==> src/rtl/mem_wb_stage.sv <==
// MEM pipeline stage and MEM/WB register: data-memory handshake, store/load alignment,
// pipeline stall generation and the registers feeding writeback.
module mem_wb_stage #(
    parameter int XLEN = 32,
    parameter int SELW = 4
) (
    input  logic            clk,
    input  logic            rst,
    input  logic [XLEN-1:0] MEM_pc,
    input  logic [2:0]      MEM_funct3,
    input  logic [XLEN-1:0] MEM_alu_out,
    input  logic [XLEN-1:0] MEM_rs2,
    input  logic            MEM_cmp_out,
    input  logic [XLEN-1:0] MEM_u_imm,
    input  logic [SELW-1:0] MEM_regfilemux_sel,
    input  logic [4:0]      MEM_rd,
    input  logic            MEM_load_regfile,
    input  logic            MEM_mem_read,
    input  logic            MEM_mem_write,
    input  logic            stall_in,
    input  logic            dmem_resp,
    input  logic [XLEN-1:0] dmem_rdata,
    output logic            dmem_read,
    output logic            dmem_write,
    output logic [XLEN-1:0] dmem_address,
    output logic [XLEN-1:0] dmem_wdata,
    output logic [3:0]      dmem_byte_enable,
    output logic            mem_stall,
    output logic [XLEN-1:0] WB_pc,
    output logic [2:0]      WB_funct3,
    output logic [XLEN-1:0] WB_rdata,
    output logic            WB_cmp_out,
    output logic [XLEN-1:0] WB_alu_out,
    output logic [XLEN-1:0] WB_u_imm,
    output logic [SELW-1:0] WB_regfilemux_sel,
    output logic [4:0]      WB_rd,
    output logic            WB_load_regfile
);

    typedef enum logic [1:0] {
        S_IDLE = 2'b00,
        S_BUSY = 2'b01,
        S_HELD = 2'b10
    } state_t;

    state_t          r_state;
    state_t          w_state_nxt;
    logic [XLEN-1:0] r_hold;
    logic [1:0]      w_offset;
    logic            w_is_read;
    logic            w_is_write;
    logic            w_mem_op;
    logic            w_advance;
    logic [3:0]      w_mask;
    logic [XLEN-1:0] w_rdata_src;
    logic [XLEN-1:0] w_rdata_aligned;

    function automatic logic [3:0] size_mask(input logic [1:0] size);
        case (size)
            2'b00:   size_mask = 4'b0001;
            2'b01:   size_mask = 4'b0011;
            default: size_mask = 4'b1111;
        endcase
    endfunction

    // A load wins when both read and write are (illegally) set.
    assign w_offset   = MEM_alu_out[1:0];
    assign w_is_read  = MEM_mem_read;
    assign w_is_write = MEM_mem_write & ~MEM_mem_read;
    assign w_mem_op   = w_is_read | w_is_write;
    assign w_mask     = size_mask(MEM_funct3[1:0]) << w_offset;

    assign dmem_address     = {MEM_alu_out[XLEN-1:2], 2'b00};
    assign dmem_wdata       = MEM_rs2 << {w_offset, 3'b000};
    assign dmem_byte_enable = w_is_write ? w_mask : (w_is_read ? 4'b1111 : 4'b0000);

    assign w_rdata_src     = (r_state == S_HELD) ? r_hold : dmem_rdata;
    assign w_rdata_aligned = w_rdata_src >> {w_offset, 3'b000};
    assign w_advance       = ~mem_stall & ~stall_in;

    // FSM state register
    always_ff @(posedge clk) begin
        if (rst) begin
            r_state <= S_IDLE;
        end else begin
            r_state <= w_state_nxt;
        end
    end

    // FSM next-state logic
    always_comb begin
        w_state_nxt = r_state;
        case (r_state)
            S_IDLE: begin
                if (w_mem_op && !stall_in) begin
                    w_state_nxt = S_BUSY;
                end else begin
                    w_state_nxt = S_IDLE;
                end
            end
            S_BUSY: begin
                if (dmem_resp) begin
                    w_state_nxt = stall_in ? S_HELD : S_IDLE;
                end else begin
                    w_state_nxt = S_BUSY;
                end
            end
            S_HELD: begin
                if (!stall_in) begin
                    w_state_nxt = S_IDLE;
                end else begin
                    w_state_nxt = S_HELD;
                end
            end
            default: w_state_nxt = S_IDLE;
        endcase
    end

    // FSM outputs: request strobes and pipeline stall
    always_comb begin
        dmem_read  = 1'b0;
        dmem_write = 1'b0;
        mem_stall  = 1'b0;
        case (r_state)
            S_IDLE: begin
                if (!rst && w_mem_op) begin
                    mem_stall  = 1'b1;
                    dmem_read  = w_is_read & ~stall_in;
                    dmem_write = w_is_write & ~stall_in;
                end else begin
                    mem_stall  = 1'b0;
                end
            end
            S_BUSY: begin
                dmem_read  = w_is_read;
                dmem_write = w_is_write;
                mem_stall  = ~dmem_resp;
            end
            S_HELD: begin
                mem_stall  = 1'b0;
            end
            default: begin
                mem_stall  = 1'b0;
            end
        endcase
    end

    // Capture read data that arrives while the pipeline is frozen
    always_ff @(posedge clk) begin
        if (rst) begin
            r_hold <= {XLEN{1'b0}};
        end else if (r_state == S_BUSY && dmem_resp && stall_in) begin
            r_hold <= dmem_rdata;
        end else begin
            r_hold <= r_hold;
        end
    end

    // MEM/WB register: load on advance, bubble while MEM stalls, hold under global freeze
    always_ff @(posedge clk) begin
        if (rst) begin
            WB_pc             <= {XLEN{1'b0}};
            WB_funct3         <= 3'b000;
            WB_rdata          <= {XLEN{1'b0}};
            WB_cmp_out        <= 1'b0;
            WB_alu_out        <= {XLEN{1'b0}};
            WB_u_imm          <= {XLEN{1'b0}};
            WB_regfilemux_sel <= {SELW{1'b0}};
            WB_rd             <= 5'd0;
            WB_load_regfile   <= 1'b0;
        end else if (w_advance) begin
            WB_pc             <= MEM_pc;
            WB_funct3         <= MEM_funct3;
            WB_rdata          <= w_is_read ? w_rdata_aligned : {XLEN{1'b0}};
            WB_cmp_out        <= MEM_cmp_out;
            WB_alu_out        <= MEM_alu_out;
            WB_u_imm          <= MEM_u_imm;
            WB_regfilemux_sel <= MEM_regfilemux_sel;
            WB_rd             <= MEM_rd;
            WB_load_regfile   <= MEM_load_regfile;
        end else if (mem_stall && !stall_in) begin
            WB_load_regfile   <= 1'b0;
        end else begin
            WB_load_regfile   <= WB_load_regfile;
        end
    end

endmodule

==> config.mk <==
export PLATFORM = sky130hd
export DESIGN_NAME = mem_wb_stage
export DESIGN_NICKNAME = d
export VERILOG_FILES = /design/src/rtl/mem_wb_stage.sv
export SDC_FILE = /design/constraint.sdc
export NUM_CORES = 1
export LEC_CHECK = 0
export ABC_CLOCK_PERIOD_IN_PS = 2200
export CORE_AREA = 2 2 155 157
export DETAILED_ROUTE_END_ITERATION = 10
export DIE_AREA = 0 0 157 159
export PLACE_DENSITY = 0.68
export SYNTH_ARGS = -nofsm -noshare
export SYNTH_HDL_FRONTEND = slang
export SYNTH_SLANG_ARGS = --single-unit
==> constraint.sdc <==
create_clock -name clk -period 2.2 [get_ports clk]
set_clock_uncertainty 0.05 [all_clocks]
set_input_delay 0.55 -clock clk [delete_from_list [all_inputs] [get_ports clk]]
set_output_delay 0.55 -clock clk [all_outputs]
set_load 0.005 [all_outputs]
## After elaboration in Yosys (flattened, before gate mapping)

Index checks and enable logic that the tools add are counted.

- Flip-flop bits (word level): 176
- Bits of input ports: 180
- Output and inout bits: 213
- Logic and storage cells: 53

- Equality and inequality tests: 3
- Shifts and indexed selects: 3
- Multiplexer cells: 17
- Bitwise gates (word level): 9
- Reductions and logical operators: 10

Operators with widths:

| cell | number |
|---|---|
| 32-bit 2-to-1 mux | 2 |
| 32-bit by 5-bit << shifter with 32-bit output | 1 |
| 32-bit by 5-bit right shift with 32-bit output | 1 |
| 4-bit 2-to-1 mux | 2 |
| 4-bit case mux with 2 select lines | 1 |
| 1-bit 2-to-1 mux | 6 |
| 1-bit case mux with 2 select lines | 3 |
| 2-bit case mux with 3 select lines | 1 |
| 1-bit logical AND | 5 |
| 1-bit bitwise AND | 4 |
| 2-bit by 1-bit equality test with 1-bit output (second input constant) | 2 |
| 2-bit logical NOT | 2 |
| 2-bit 2-to-1 mux | 2 |
| 1-bit inverter | 4 |
| 4-bit by 2-bit << shifter with 4-bit output | 1 |
| 2-bit equality test (second input constant) | 1 |
| 1-bit logical NOT | 2 |
| 2-bit nonzero test | 1 |
| 1-bit bitwise OR | 1 |

## Depth between registers and ports, before layout

Gate-level depths: netlist (run 1).

- Depth after elaboration: 9
- Depth in mapped cells: 9

## Worst setup path before layout (run 1)

OpenSTA, ideal clock, no wires.

- Path kind: in2out
- From: input port MEM_alu_out[1]
- To: output port dmem_wdata[24]
- Data arrival time: 1,489 ps
- Required time: 1,600 ps
- Setup slack: 111 ps
- Stages: 5
- Buffers on the path: 3
- Cells stage by stage: buf_2 > buf_2 > clkbuf_1 > a211oi_1 > a21oi_1

- Longest elaborated chain between the ends: 1

RTL lines:

| what | line | source |
|---|---|---|
| from (decl) | 11 | `input logic [XLEN-1:0] MEM_alu_out,` |
| 32-bit by 5-bit << shifter with 32-bit output | 74 | `assign dmem_wdata = MEM_rs2 << {w_offset, 3'b000};` |
| to (decl) | 26 | `output logic [XLEN-1:0] dmem_wdata,` |

No other way between the ends.

## Worst setup path after layout (run 1)

- From: input port MEM_rs2[29]
- To: output port dmem_wdata[29]

- Longest elaborated chain between the ends: 1

RTL lines:

| what | line | source |
|---|---|---|
| from (decl) | 12 | `input logic [XLEN-1:0] MEM_rs2,` |
| 32-bit by 5-bit << shifter with 32-bit output | 74 |  |

No other way between the ends.

==> results of run 1 <==
==> state kept, by name (all words and copies together), names as in the netlist <==
signal             count
r_hold                32
WB_cmp_out             1
WB_funct3              3
r_state                2
WB_rdata              32
WB_regfilemux_sel      4
WB_pc                 32
WB_alu_out            32
WB_u_imm              32
WB_load_regfile        1
WB_rd                  5
==> per-layer routing <==
layer	GRT usage, %	up-vias	routed length (um)
met2	37.7	315	13800
met5	0	-	0
met3	6.45	40	2260
met4	7.76	0	750
met1	23.7	3604	10700
li1	-	3947	-
==> logic make-up (layout without fill, tap and decap cells) <==
group / Yosys count / count (layout)
simple gates: 386 / 386
compound gates: 234 / 234
flops: 176 / 176
buf+inv: 105 / 512
mux: 57 / 57
other cells: 1 / 3
==> layout by cell type (no fill, tap or decap), types with 11 or more instances in the layout <==
| cell | n |
|---|---|
| a21oi_1 | 149 |
| a21oi_2 | 11 |
| and2_1 | 11 |
| buf_12 | 14 |
| buf_2 | 17 |
| buf_4 | 67 |
| clkbuf_16 | 18 |
| clkdlybuf4s50_1 | 333 |
| dfxtp_1 | 175 |
| dlygate4sd2_1 | 25 |
| mux2i_1 | 48 |
| nand2_1 | 308 |
| nor2_1 | 29 |
| o21ai_0 | 18 |
==> repair_timing <==
item	CTS	global route
gates resized for setup	154	25
cloned	1	1
setup buffers	10	0
setup endpoints to repair	42	29
pin swaps	25	6
==> worst max-delay path: cells and delay by family <==
kind / cells / cell delay (ns)
buffers and inverters: 2 / 0.67
and+or+nand+nor: 1 / 0.18
AOI/OAI and AO/OA: 2 / 0.17
==> power by group <==
part           switching (mW)  internal (mW)  leakage (nW)
registers              0.0762           3.33          1.44
logic                   0.706          0.943          3.42
clock network            1.45           1.69         0.299
==> worst max-delay path by stage <==
| stage | startpoint | endpoint | slack (ns) | depth (start not counted) |
|---|---|---|---|---|
| after CTS | MEM_alu_out[1] | dmem_wdata[0] | 0.007 | 7 |
| after detailed placement | MEM_mem_read | dmem_read | -0.65 | 4 |
| after global routing | MEM_alu_out[10] | dmem_address[10] | 0.006 | 2 |
| after floorplan | MEM_alu_out[1] | dmem_wdata[24] | 0.11 | 5 |
| final | MEM_rs2[29] | dmem_wdata[29] | 0.02 | 5 |
| after global placement | MEM_mem_read | mem_stall | -0.63 | 5 |
==> area by class of cell <==
cell class / count / share of cell area [%]
multi-input cells: 679 / 28.5
clock inverters: 13 / 1.27
flip-flops and latches: 176 / 27.3
clock buffers: 19 / 3.51
inverters: 2 / 0.0581
repair buffers: 478 / 36.3
well taps: 319 / 3.09
diodes: 1 / 0.0194
==> metrics by stage <==
stage | hold WS (ns) | worst slack [ns]
global route | 0.418 | 0.00639
finish | 0.402 | 0.0191
global placement | 0.388 | -0.633
detailed placement | 0.393 | -0.652
floorplan | 0.386 | 0.111
CTS | 0.405 | 0.00697
==> results.json, run 1 <==
{
  "critical_path_required_ns": 1.60,
  "cp_cell_sequence": "clkdlybuf4s50_1 -> nor2b_2 -> a211oi_2 -> a21oi_1 -> buf_2",
  "status": "complete, no violations",
  "numCtsBuffers": 17,
  "synth_edf_count": 0,
  "nets": 1534,
  "cts_hold_buffers": 0,
  "ant_nets": 0,
  "cts_tree": "done",
  "finalInstanceArea_um2": 12900,
  "cap_violations": 0,
  "die_area_um2": 25000,
  "vias": 7906,
  "numPlacedInstances": 1642,
  "p_leak_nw": 5.16,
  "cts_buffer_depth": 2,
  "fmax_mhz": 459,
  "cts.sinks": 176,
  "routedWlPerCell_um": 16.3,
  "via_per_inst": 4.69,
  "synth-adder-area-share_pct": 0,
  "drt-total-wl_mm": 27.5,
  "seq_area_um2": 3530,
  "postSynthCellCount": 959,
  "syn_area_per_cell_um2": 7.97,
  "fp.dieW_um": 157,
  "yosysWarnings": 0,
  "overflow": 0,
  "gp_congestion": 0.832,
  "path_max_fanout": 1,
  "core-area_um2": 23200,
  "slowest_delay_ns": 0.54,
  "drv_slew": 0,
  "hold_path.class": "reg2reg",
  "drtPass1Iterations": 5,
  "path_clk_slew_ns": 0.07,
  "clk_latency_ns": 0.43,
  "stdcell_count": 1687,
  "r2r_end": "WB_rdata[17]",
  "ys_top_cells_by_count": "nand2_1 (308), dfxtp_1 (176), a21oi_1 (150), mux2i_1 (56), clkbuf_1 (38)",
  "clockRootBuffer": "clkbuf_16",
  "synth_mux_area_share_pct": 7.48,
  "grt_pass1_wl_mm": 41.6,
  "p_total_mw": 8.20,
  "maxSlewHeadroom_pct": 38.5,
  "rr_worst_depth": 6,
  "power_per_cell_area_nw_per_um2": 634,
  "syn2layout_area_growth_pct": 69.0,
  "critPathLaunchType": "input pin",
  "yosysUniqueCellTypes": 41,
  "ios": 393,
  "postSynthRegisterBits": 176,
  "seq_area_frac_synth_pct": 46.1,
  "holdCritStartpoint": "WB_alu_out[23]",
  "drive_gt1_share_pct": 14.8,
  "finish.utilization_pct": 55.7,
  "r2r_start": "r_state[0]",
  "grt_pass1_vias": 7701,
  "start_util_pct": 33.0,
  "route.detailed.drc": 0,
  "rsz0062_at_grt": "false",
  "ir_drop_v": 0.000485,
  "first_iter_violations": 398,
  "min_path_cells": 2,
  "portBuffers": 390,
  "synthDominantCellAreaShare_pct": 46.1,
  "place_hpwl_mm": 20.6,
  "grt_max_degree": 86,
  "tightest_slew_ns": 0.923,
  "fillers": 2154,
  "holdPathEnd": "WB_alu_out[23]",
  "placed_area_um2": 12100,
  "worstSetupEndpointType": "output pin",
  "hold_viol_final": 0,
  "crit_slowest_cell": "clkdlybuf4s50_1",
  "multi_input_area_um2": 3680,
  "yosysMostFrequentCell": "nand2_1",
  "synth_area_um2": 7640,
  "crit_arrival_ns": 1.58,
  "setup-violations-final": 0,
  "track_usage_pct": 21.2,
  "antenna_found_initial": 1,
  "synthTopCellsByArea": "dfxtp_1 (46%), nand2_1 (15%), a21oi_1 (9.8%)",
  "async_flop_share_pct": 0,
  "die_h_um": 159,
  "fin_crit_ns": 2.18,
  "synth_top_family_by_area": "simple AND/OR/NAND/NOR gates",
  "num_rows": 56,
  "rrSetupSlack_ns": 0.23,
  "netlist.top_cell.by_area": "dfxtp_1",
  "synthFlopType": "dfxtp_1",
  "fin_setup_tns_ns": 0,
  "h-tree-depth": 4,
  "synth-compound-area-share_pct": 17.9,
  "synth-simple-area-share_pct": 20.5,
  "critPathKind": "in2out",
  "synthXorXnorAreaFrac_pct": 0,
  "fin_crit_sh_pct": 99.1
}
Note: power is estimated with default switching activity, not from simulation.
==> run 2, diff against run 1 <==
--- a/config.mk
+++ b/config.mk
@@ -10,6 +10,7 @@
 export DETAILED_ROUTE_END_ITERATION = 10
 export DIE_AREA = 0 0 157 159
 export PLACE_DENSITY = 0.68
+export SLEW_MARGIN = 0
 export SYNTH_ARGS = -nofsm -noshare
 export SYNTH_HDL_FRONTEND = slang
 export SYNTH_SLANG_ARGS = --single-unit
==> results of run 2 <==
No change in the layout: final DEF, timing and power equal those of run 1.
==> run 3, diff against run 2 <==
==> config.mk (replaced) <==
export PLATFORM = sky130hd
export DESIGN_NAME = mem_wb_stage
export DESIGN_NICKNAME = d
export VERILOG_FILES = /design/src/rtl/mem_wb_stage.sv
export SDC_FILE = /design/constraint.sdc
export NUM_CORES = 1
export LEC_CHECK = 0
export ABC_CLOCK_PERIOD_IN_PS = 1800
export CELL_PAD_IN_SITES_DETAIL_PLACEMENT = 1
export CELL_PAD_IN_SITES_GLOBAL_PLACEMENT = 1
export CORE_MARGIN = 1
export CORE_UTILIZATION = 25
export DETAILED_ROUTE_END_ITERATION = 10
export PLACE_DENSITY = 0.77
export SLEW_MARGIN = 0
export SYNTH_ARGS = -nofsm -noshare
export SYNTH_HDL_FRONTEND = slang
export SYNTH_SLANG_ARGS = --single-unit
==> constraint.sdc (replaced) <==
create_clock -name clk -period 1.8 [get_ports clk]
set_clock_uncertainty 0.05 [all_clocks]
set_input_delay 0.45 -clock clk [delete_from_list [all_inputs] [get_ports clk]]
set_output_delay 0.45 -clock clk [all_outputs]
set_load 0.005 [all_outputs]
==> results.json, run 3 (synthesis gave the netlist of run 1 again) <==
{
  "hold_viol_final": 0,
  "first_iter_violations": 328,
  "path_clk_slew_ns": 0.07,
  "path_max_fanout": 6,
  "placed_area_um2": 12500,
  "timing.hold.ws_ns": 0.394,
  "die_area_um2": 31300,
  "multi_input_area_um2": 3890,
  "grt_max_degree": 73,
  "critPathLaunchType": "input pin",
  "vias": 8487,
  "slowest_delay_ns": 0.20,
  "ir_drop_v": 0.000510,
  "fin_crit_sh_pct": 107,
  "seq_area_um2": 3560,
  "final_common_cell": "nand2_1",
  "maxSlewHeadroom_pct": 40.3,
  "failed_checks": "negative setup slack",
  "rsz0062_at_grt": "true",
  "start_util_pct": 25.6,
  "fillers": 3480,
  "layout_common_cells": "nand2_1 (302), dlygate4sd2_1 (160), dfxtp_1 (149), clkdlybuf4s50_1 (148), a21oi_1 (144)",
  "fmax_mhz": 521,
  "grt_pass1_vias": 8888,
  "place_hpwl_mm": 23.3,
  "p_total_mw": 9.92,
  "syn2layout_area_growth_pct": 78.8,
  "cts_buffer_depth": 2,
  "cap_violations": 0,
  "crit_arrival_ns": 1.42,
  "portBuffers": 390,
  "ant_nets": 0,
  "route.detailed.drc": 0,
  "worstSetupEndpointType": "output pin",
  "critPathKind": "in2out",
  "cp_cell_sequence": "buf_12 -> buf_12 -> buf_12 -> mux2i_4 -> buf_6 -> a21oi_2 -> buf_2",
  "core-area_um2": 29900,
  "ios": 393,
  "fin_crit_ns": 1.92,
  "hold_path.class": "in2reg",
  "drv_slew": 0,
  "cts.sinks": 176,
  "h-tree-depth": 4,
  "numCtsBuffers": 17,
  "overflow": 0,
  "setup-violations-final": 9,
  "drtPass1Iterations": 4,
  "fp.dieW_um": 177,
  "via_per_inst": 4.66,
  "gp_congestion": 0.808,
  "cts_tree": "done",
  "clockRootBuffer": "clkbuf_16",
  "power_per_cell_area_nw_per_um2": 726,
  "p_leak_nw": 6.50,
  "cts_hold_buffers": 0,
  "critPathMostFrequentCell": "buf_12",
  "antenna_found_initial": 2,
  "track_usage_pct": 19.7,
  "finalInstanceArea_um2": 13700,
  "nets": 1594,
  "num_rows": 63,
  "critical_path_required_ns": 1.30,
  "routedWlPerCell_um": 17.9,
  "status": "complete, but fails checks",
  "crit_slowest_cell": "mux2i_4",
  "tightest_slew_ns": 0.895,
  "drt-total-wl_mm": 32.7,
  "drive_gt1_share_pct": 23.8,
  "die_h_um": 177,
  "clk_latency_ns": 0.43,
  "grt_pass1_wl_mm": 47.8,
  "worst_slack_ns": -0.120
}
## run 3: what timing repair did
action / 4_1_cts / 5_1_grt
resized for setup: 378 / 117
buffers inserted: 19 / 9
endpoints found under the setup margin: 315 / 84
gates cloned: 3 / 2
hold endpoints to repair: 0 / 0
pin swaps: 27 / 17
## run 3: metal layers
layer / wire length (um) / up-vias / share of wire [%] / track usage [%]
li1: - / 4083 / - / -
met1: 12600 / 4047 / 39 / 20.9
met2: 16900 / 315 / 52 / 37.1
met3: 2370 / 42 / 7.2 / 5.71
met4: 786 / 0 / 2.4 / 5.71
met5: 0 / - / 0 / 0
## run 3: per-stage QoR
stage	setup WS (ns)	utilization, %	std cells	TNS [ns]
after floorplan	0.0126	-	960	0
after detailed placement	-0.882	41.8	1753	-102.53
after global placement	-0.844	41.8	1753	-95.10
after CTS	-0.196	44.3	1807	-0.317
after global routing	-0.163	45.7	1819	-1.23
final	-0.120	45.7	1820	-0.392
## run 3: path summary, 6_finish.rpt
check / start / end / slack (ns) / cells after the start
worst max-delay path: MEM_alu_out[1] / dmem_wdata[28] / -0.12 / 7
worst min-delay path: rst / r_state[0] / 0.39 / 4
worst max register to register: r_state[0] / WB_rdata[8] / 0.01 / 9
worst min register to register: WB_pc[0] / WB_pc[0] / 0.40 / 2
## run 3: area by class of cell
| class | count | share of cell area, % |
|---|---|---|
| clock buffers | 18 | 3.14 |
| flip-flops and latches | 176 | 26.1 |
| repair buffers | 538 | 37.7 |
| inverters | 2 | 0.0732 |
| clock inverters | 14 | 0.943 |
| multi-input cells | 679 | 28.4 |
| diodes | 3 | 0.0549 |
| well taps | 390 | 3.57 |
## run 3: where the power goes
| group | total, mW | internal, mW | switching, mW |
|---|---|---|---|
| combinational | 2.14 | 1.17 | 0.970 |
| sequential | 4.17 | 4.07 | 0.0941 |
| clock | 3.61 | 1.83 | 1.79 |
| total | 9.92 | 7.07 | 2.85 |
## run 3: worst max-delay path: cells and delay by family
kind,cells,cell delay (ns)
buffers and inverters,5,0.65
multiplexers,1,0.20
AO/OA/AOI/OAI,1,0.12
